===== src/rtl/fb_vga_reader.sv =====
// -----------------------------------------------------------------------------
// fb_vga_reader
//
// Scans a VGA raster (640x480 active area at the default timing) and fetches
// a smaller, centred image from a framebuffer. The image is either 1/2, 1/8
// or 1/4 of the active area in each dimension; at the default timing that is
// 320x240, 80x60 or 160x120. Pixels outside the image window, and every
// pixel of a frame that started without a complete framebuffer, are shown
// as 0.
//
// The format and the framebuffer-ready flag are sampled only at raster
// position (0,0), so a frame is always drawn with one consistent setting.
//
// Pipeline (one pixel per clock):
//   t   : h_cnt / v_cnt
//   t+1 : ram_rdaddr registered
//   t+2 : ram_q returned by the framebuffer
//   t+3 : pixel_out, hsync, vsync, de, frame_start registered
//
// Ports
//   clk          pixel clock
//   reset        synchronous, active-high
//   seletor[1:0] image format: 00 -> 1/2, 01 -> 1/8, 10/11 -> 1/4 of active
//   img_ready    framebuffer holds a complete image
//   ram_rdaddr   framebuffer read address (row-major within the image)
//   ram_q        framebuffer data, valid one clock after ram_rdaddr
//   pixel_out    displayed pixel
//   hsync/vsync  active-low sync pulses
//   de           high inside the active area
//   frame_start  one-clock pulse together with output pixel (0,0)
// -----------------------------------------------------------------------------
module fb_vga_reader #(
  parameter int H_ACTIVE = 640,
  parameter int H_FP     = 16,
  parameter int H_SYNC   = 96,
  parameter int H_BP     = 48,
  parameter int V_ACTIVE = 480,
  parameter int V_FP     = 10,
  parameter int V_SYNC   = 2,
  parameter int V_BP     = 33
) (
  input  logic        clk,
  input  logic        reset,
  input  logic [1:0]  seletor,
  input  logic        img_ready,
  output logic [18:0] ram_rdaddr,
  input  logic [7:0]  ram_q,
  output logic [7:0]  pixel_out,
  output logic        hsync,
  output logic        vsync,
  output logic        de,
  output logic        frame_start
);

  localparam int H_TOTAL = H_ACTIVE + H_FP + H_SYNC + H_BP;
  localparam int V_TOTAL = V_ACTIVE + V_FP + V_SYNC + V_BP;
  localparam int HW      = $clog2(H_TOTAL);
  localparam int VW      = $clog2(V_TOTAL);
  localparam int AW      = 19;

  localparam logic [HW-1:0] H_LAST = HW'(H_TOTAL - 1);
  localparam logic [VW-1:0] V_LAST = VW'(V_TOTAL - 1);

  // Raster boundaries, widened to the address width so every compare and
  // subtraction below happens at one unsigned width.
  localparam logic [AW-1:0] HA     = AW'(H_ACTIVE);
  localparam logic [AW-1:0] VA     = AW'(V_ACTIVE);
  localparam logic [AW-1:0] HS_BEG = AW'(H_ACTIVE + H_FP);
  localparam logic [AW-1:0] HS_END = AW'(H_ACTIVE + H_FP + H_SYNC);
  localparam logic [AW-1:0] VS_BEG = AW'(V_ACTIVE + V_FP);
  localparam logic [AW-1:0] VS_END = AW'(V_ACTIVE + V_FP + V_SYNC);

  // Image sizes for each format
  localparam logic [AW-1:0] W_HALF    = AW'(H_ACTIVE / 2);
  localparam logic [AW-1:0] H_HALF    = AW'(V_ACTIVE / 2);
  localparam logic [AW-1:0] W_EIGHTH  = AW'(H_ACTIVE / 8);
  localparam logic [AW-1:0] H_EIGHTH  = AW'(V_ACTIVE / 8);
  localparam logic [AW-1:0] W_QUARTER = AW'(H_ACTIVE / 4);
  localparam logic [AW-1:0] H_QUARTER = AW'(V_ACTIVE / 4);

  // Control bits that travel alongside the pixel fetch
  typedef struct packed {
    logic hs;    // hsync level (active low)
    logic vs;    // vsync level (active low)
    logic de;    // inside active area
    logic show;  // inside image window and framebuffer ready
    logic fs;    // raster position (0,0)
  } ctrl_t;

  localparam ctrl_t CTRL_IDLE = ctrl_t'(5'b11000);
  localparam int    CTRL_DLY  = 2;  // stages between counters and output regs

  // ---------------------------------------------------------------------------
  // Raster counters
  // ---------------------------------------------------------------------------
  logic [HW-1:0] h_cnt_reg;
  logic [VW-1:0] v_cnt_reg;
  logic          frame_top;

  assign frame_top = (h_cnt_reg == '0) && (v_cnt_reg == '0);

  always_ff @(posedge clk) begin
    if (reset) begin
      h_cnt_reg <= '0;
      v_cnt_reg <= '0;
    end else if (h_cnt_reg == H_LAST) begin
      h_cnt_reg <= '0;
      v_cnt_reg <= (v_cnt_reg == V_LAST) ? '0 : v_cnt_reg + VW'(1);
    end else begin
      h_cnt_reg <= h_cnt_reg + HW'(1);
    end
  end

  // ---------------------------------------------------------------------------
  // Per-frame settings, sampled at (0,0) only
  // ---------------------------------------------------------------------------
  logic [1:0] fmt_reg;
  logic       rdy_reg;

  always_ff @(posedge clk) begin
    if (reset) begin
      fmt_reg <= 2'b10;
      rdy_reg <= 1'b0;
    end else if (frame_top) begin
      fmt_reg <= seletor;
      rdy_reg <= img_ready;
    end
  end

  // ---------------------------------------------------------------------------
  // Window geometry and address generation
  // ---------------------------------------------------------------------------
  logic [AW-1:0] h_ext;
  logic [AW-1:0] v_ext;
  logic [AW-1:0] win_w;
  logic [AW-1:0] win_h;
  logic [AW-1:0] x0;
  logic [AW-1:0] y0;
  logic          in_win;
  logic [AW-1:0] addr_next;
  ctrl_t         ctrl_next;

  assign h_ext = AW'(h_cnt_reg);
  assign v_ext = AW'(v_cnt_reg);

  always_comb begin
    win_w = W_QUARTER;
    win_h = H_QUARTER;
    case (fmt_reg)
      2'b00: begin
        win_w = W_HALF;
        win_h = H_HALF;
      end
      2'b01: begin
        win_w = W_EIGHTH;
        win_h = H_EIGHTH;
      end
      default: begin
        win_w = W_QUARTER;
        win_h = H_QUARTER;
      end
    endcase
  end

  assign x0 = (HA - win_w) >> 1;
  assign y0 = (VA - win_h) >> 1;

  assign in_win = (h_ext >= x0) && (h_ext < x0 + win_w) &&
                  (v_ext >= y0) && (v_ext < y0 + win_h);

  // Outside the window the address parks at 0, so it never exceeds W*H-1.
  always_comb begin
    addr_next = '0;
    if (in_win) begin
      addr_next = (v_ext - y0) * win_w + (h_ext - x0);
    end
  end

  always_comb begin
    ctrl_next      = CTRL_IDLE;
    ctrl_next.hs   = !((h_ext >= HS_BEG) && (h_ext < HS_END));
    ctrl_next.vs   = !((v_ext >= VS_BEG) && (v_ext < VS_END));
    ctrl_next.de   = (h_ext < HA) && (v_ext < VA);
    ctrl_next.show = in_win && rdy_reg;
    ctrl_next.fs   = frame_top;
  end

  always_ff @(posedge clk) begin
    if (reset) begin
      ram_rdaddr <= '0;
    end else begin
      ram_rdaddr <= addr_next;
    end
  end

  // ---------------------------------------------------------------------------
  // Control delay line: keeps sync/de/window aligned with the returning pixel
  // ---------------------------------------------------------------------------
  genvar gi;
  generate
    for (gi = 0; gi < CTRL_DLY; gi++) begin : g_stage
      ctrl_t q;
      if (gi == 0) begin : g_first
        always_ff @(posedge clk) begin
          if (reset) begin
            q <= CTRL_IDLE;
          end else begin
            q <= ctrl_next;
          end
        end
      end else begin : g_rest
        always_ff @(posedge clk) begin
          if (reset) begin
            q <= CTRL_IDLE;
          end else begin
            q <= g_stage[gi-1].q;
          end
        end
      end
    end
  endgenerate

  ctrl_t ctrl_d;
  assign ctrl_d = g_stage[CTRL_DLY-1].q;

  // ---------------------------------------------------------------------------
  // Output registers
  // ---------------------------------------------------------------------------
  always_ff @(posedge clk) begin
    if (reset) begin
      pixel_out   <= '0;
      hsync       <= 1'b1;
      vsync       <= 1'b1;
      de          <= 1'b0;
      frame_start <= 1'b0;
    end else begin
      // show already implies the active area; de is kept in the gate so
      // blanking can never carry image data.
      pixel_out   <= (ctrl_d.show && ctrl_d.de) ? ram_q : '0;
      hsync       <= ctrl_d.hs;
      vsync       <= ctrl_d.vs;
      de          <= ctrl_d.de;
      frame_start <= ctrl_d.fs;
    end
  end

endmodule


===== config.mk =====
export PLATFORM = sky130hd
export DESIGN_NAME = fb_vga_reader
export DESIGN_NICKNAME = d
export VERILOG_FILES = /design/src/rtl/fb_vga_reader.sv
export SDC_FILE = /design/constraint.sdc
export NUM_CORES = 1
export LEC_CHECK = 0
export ABC_AREA = 0
export ABC_CLOCK_PERIOD_IN_PS = 7850
export BUFFER_PORTS_ARGS = -buffer_cell sky130_fd_sc_hd__buf_2
export CORE_UTILIZATION = 63
export CTS_BUF_LIST = sky130_fd_sc_hd__clkbuf_4 sky130_fd_sc_hd__clkbuf_8
export DETAILED_ROUTE_END_ITERATION = 10
export MAX_ROUTING_LAYER = met4
export PLACE_DENSITY = 0.81
export SLEW_MARGIN = 40
export SYNTH_ARGS = -nofsm -noshare
export SYNTH_HDL_FRONTEND = slang
export SYNTH_SLANG_ARGS = --single-unit

===== constraint.sdc =====
create_clock -name clk -period 7.85 [get_ports clk]
set_clock_uncertainty 0.1 [all_clocks]
set_input_delay 0.3925 -clock clk [delete_from_list [all_inputs] [get_ports clk]]
set_output_delay 0.3925 -clock clk [all_outputs]
set_load 0.1 [all_outputs]

## Word-level counts from Yosys, hierarchy flattened

Index checks and enable logic that the tools add are counted.

| word-level totals | value |
|---|---|
| register bits after elaboration | 64 |
| output and inout bits | 31 |
| word-level logic and storage cells | 65 |

| operators by class | value |
|---|---|
| $add $sub $neg | 9 |
| multiply operators | 1 |
| order comparisons | 10 |
| equality and inequality tests | 3 |
| mux-type cells | 3 |
| bitwise logic cells | 2 |
| reduce and logical (&&, ||, !) cells | 17 |

Operator list:

| cell | number |
|---|---|
| $add 18x19->19 | 2 |
| $lt 10x19->1 | 2 |
| $sub 10x18->19 | 2 |
| $ge 10x18->1 | 2 |
| $add 10x1->10 const B | 2 |
| $eq 10x10->1 const B | 2 |
| $logic_not 10->1 | 2 |
| $lt 10x10->1 const B | 2 |
| $lt 10x9->1 const B | 2 |
| $add 19x19->19 | 1 |
| $mul 19x19->19 | 1 |
| $sub 10x19->19 const A | 1 |
| $sub 9x19->19 const A | 1 |
| $pmux 9 s2 | 1 |
| $pmux 8 s2 | 1 |
| $ge 10x10->1 const B | 1 |
| $ge 10x9->1 const B | 1 |
| $mux 10 | 1 |
| $logic_and 1x1->1 | 9 |
| $reduce_or 2->1 | 3 |
| $eq 2x1->1 const B | 1 |
| $logic_not 1->1 | 2 |
| $logic_not 2->1 | 1 |
| $not 1->1 | 2 |

## Longest topological paths before layout

| logic depth | value |
|---|---|
| word-level depth | 10 |
| gate-level depth with buffers | 27 |

## Worst setup path before layout

No wires, ideal clock.

| path | value |
|---|---|
| path type | register to register |
| from | register fmt_reg[1] |
| to | register ram_rdaddr[17] |
| arrival | 5.626 ns |
| slack | 1.997 ns |
| stages on the path, launching flop included | 23 |
| clock period less this slack | 5.853 ns |
| cells stage by stage | dfxtp_1 inv_1 clkbuf_1 clkbuf_1 ha_1 a21o_1 a21oi_1 nor2_1 nor3b_1 nand2_1 fa_1 fa_1 inv_1 fa_1 ha_1 ha_1 ha_1 clkbuf_1 nor2_1 or3_1 o21ai_1 xnor2_1 nor2_1 |

| between the ends | value |
|---|---|
| longest elaborated chain between the ends | 10 |
| elaborated cells on any way between the ends | 21 |

Ends and longest elaborated chain:

| item | line | source |
|---|---|---|
| from (decl) | 117 | `logic [1:0] fmt_reg;` |
| from (signal assigned) | 125 | `fmt_reg <= seletor;` |
| branches (longest 10 deep; another with $sub 9x19->19) | n/a |  |
| to (signal assigned) | 192 | `ram_rdaddr <= addr_next;` |
| to (decl) | 46 | `output logic [18:0] ram_rdaddr,` |

Parallel ways; which one is timed is not known.
A chain may end at the register's enable or synchronous reset.

## Worst setup path in the final report

| path | value |
|---|---|
| from | register fmt_reg[0] |
| to | register ram_rdaddr[15] |

The elaborated chain is that of the path after synthesis.

==> results.py <==
metrics = {
    "cells_and_area": {
        "fin_nets": 746,
        "largest_register_ffs": 19,
        "final_cells": 722,
        "regArea_um2": 1282,
        "antenna_cells": 0,
        "fin_area_um2": 5699,
        "drive_gt1_share_pct": 11.61,
        "multi_input_area_um2": 3537,
        "layout_commonest_cell": "ha_1",
        "fillerInstances": 608,
        "synthToLayoutAreaGrowth_pct": 10.59,
        "final_cell_mix": "ha_1 (79), inv_1 (74), nor2_1 (63), dfxtp_1 (63), buf_2 (43)",
    },
    "die": {
        "start_util_pct": 66.01,
        "num_rows": 32,
        "die-area_um2": 8546,
        "die_x_um": 92.45,
        "ios": 44,
        "core_area_um2": 7807,
        "die_h_um": 92.45,
    },
    "job": {
        "drv_cap": 0,
    },
    "synth": {
        "synth-async-reset-ratio_pct": 0,
        "netlist_area_um2": 5154,
        "synth_seq_area_share_pct": 24.86,
        "synth_seq_cells": 64,
        "synth_edf_count": 0,
        "synth.distinct_cells": 46,
        "ys.flop_type": "dfxtp_1",
        "syn_area_per_cell_um2": 8.932,
        "ys_warn_count": 0,
        "netlist_instances": 577,
    },
    "clocking": {
        "clockBufferDepth": 2,
        "clock_sinks": 64,
        "post_cts_buffers": 0,
        "cts_tree": "done",
        "cts.root.buffer_cell": "clkbuf_8",
        "cts_hold_buffers": 0,
        "clk_latency_ps": 360,
        "clk_pin_slew_worst_paths_ps": 80,
        "numCtsBuffers": 9,
        "htreeDepth": 3,
        "cts_resized": 0,
    },
    "sta": {
        "setup_violations": 0,
        "fin_ws_ps": 1169,
        "finalHoldViolCount": 0,
        "maxSlewViolCount": 0,
        "period_minus_slack_ps": 6681,
        "fmax_mhz": 149.7,
        "tightest_slew_ps": 645.9,
        "tns_ps": 0,
        "post-route-period-util_pct": 85.11,
        "rsz0062_at_grt": "no",
        "max-slew-margin-rel_pct": 56.89,
    },
    "routing": {
        "vias": 4027,
        "antenna_left": 0,
        "drc": 0,
        "wl_um": 10510,
        "routedWlPerCell_um": 14.55,
        "firstDrtPassIters": 5,
        "viasPerCell": 5.578,
        "drt-initial-drc-count": 249,
    },
    "critical_path": {
        "endpoint_kind": "register",
        "worst_setup_path_start_kind": "register",
        "arrival_ps": 6860,
        "cp_max_fo": 13,
        "required_ps": 8020,
        "crit_type": "register to register",
    },
    "place": {
        "dp_hpwl_um": 8113,
        "io_buffers": 43,
        "dp.cells": 706,
        "pre_cts_slack_ps": 1028,
        "gp_congestion": 0.8873,
        "place_area_um2": 5438,
    },
    "global_route": {
        "grt_pass1_wl_um": 18320,
        "grt_pass1_vias": 4037,
        "grt.total_usage_pct": 27.83,
        "grt_max_degree": 26,
        "antenna_found_initial": 0,
        "overflow": 0,
    },
    "power_and_ir_drop": {
        "cellPowerDensity_nw_per_um2": 317.7,
        "irDropWorstVdd_mv": 0.5833,
        "cellLeakagePower_nw": 2.870,
    },
    "run_status": {
        "outcome": "completed",
    },
    "hold_path": {
        "hold_class": "primary input to register",
    },
}
-- area by class of cell --
cell class | instances | share of cell area, %
sequential | 64 | 22.50
tap | 102 | 2.239
timing repair buffer | 44 | 3.908
clock buffer | 9 | 2.173
clock inverter | 7 | 2.239
multi-input combinational | 422 | 62.06
inverter | 74 | 4.874
-- routing by layer --
metal	global-route usage (%)	vias to the layer above	share of wire [%]
met4	10.68	0	2.4
met3	4.680	23	4.5
li1	-	1978	-
met1	33.63	1917	43
met5	-	-	0
met2	46.54	109	50
-- metrics by stage --
step | util, % | power (mW) | hold WS, ps
after floorplan | - | 1.252 | 289.5
after global placement | 69.55 | 1.401 | 290.4
after detailed placement | 69.65 | 1.446 | 297.8
after CTS | 72.87 | 1.819 | 167.3
after global routing | 73.00 | 2.005 | 164.0
final | 73.00 | 1.810 | 168.1
-- path summary, 6_finish.rpt --
path	startpoint	to	slack, ps	cells after the start
max reg2reg	fmt_reg[0]	ram_rdaddr[15]	1170	23
max	fmt_reg[0]	ram_rdaddr[15]	1170	23
min reg2reg	ctrl_d[4]	hsync	310	1
min	ram_q[2]	pixel_out[2]	170	2
-- cell usage after synthesis (12+ instances only) --
cell / instances / area, µm²
a21oi_1: 15 / 75.07
and3_1: 13 / 81.33
clkbuf_1: 17 / 63.81
dfxtp_1: 64 / 1281
fa_1: 39 / 780.8
ha_1: 79 / 988.5
inv_1: 74 / 277.8
nand2_1: 38 / 142.6
nand3_1: 16 / 80.08
nor2_1: 63 / 236.5
nor2b_1: 12 / 75.07
o21ai_0: 13 / 65.06
xnor2_1: 22 / 192.7
xor2_1: 16 / 140.1
-- power breakdown --
group / internal [mW] / switching, mW / total [mW] / leakage (nW)
clock network: 0.215 / 0.154 / 0.369 / 0.126
registers: 0.330 / 0.00835 / 0.338 / 0.518
logic: 0.498 / 0.605 / 1.10 / 2.23
-- worst max-delay path: stages, from the launching register on --
cell      delay, ps
dfxtp_1         490
inv_1           260
nor2_1          460
ha_1            350
inv_1            60
a21o_1          170
a21oi_1         300
xnor2_1         170
nand2_1         150
nor2_1           80
fa_1            490
inv_1            50
fa_1            490
inv_1            60
fa_1            560
fa_1            430
ha_1            330
ha_1            270
a211oi_1        360
o21bai_1        190
a31o_1          240
a21oi_1         270
nor2_1           90
a211oi_1        200
-- cells by family after synthesis --
logic type | share of synthesized area, %
other | 0.1457
muxes | 0.3885
xor gates and xnor gates | 6.458
AOI/OAI and AO/OA | 8.618
and+or+nand+nor | 18.38
adders and majority gates | 34.33
buffers and inverters | 6.822
DFF | 24.86
Power figures use the tool's default switching activity.
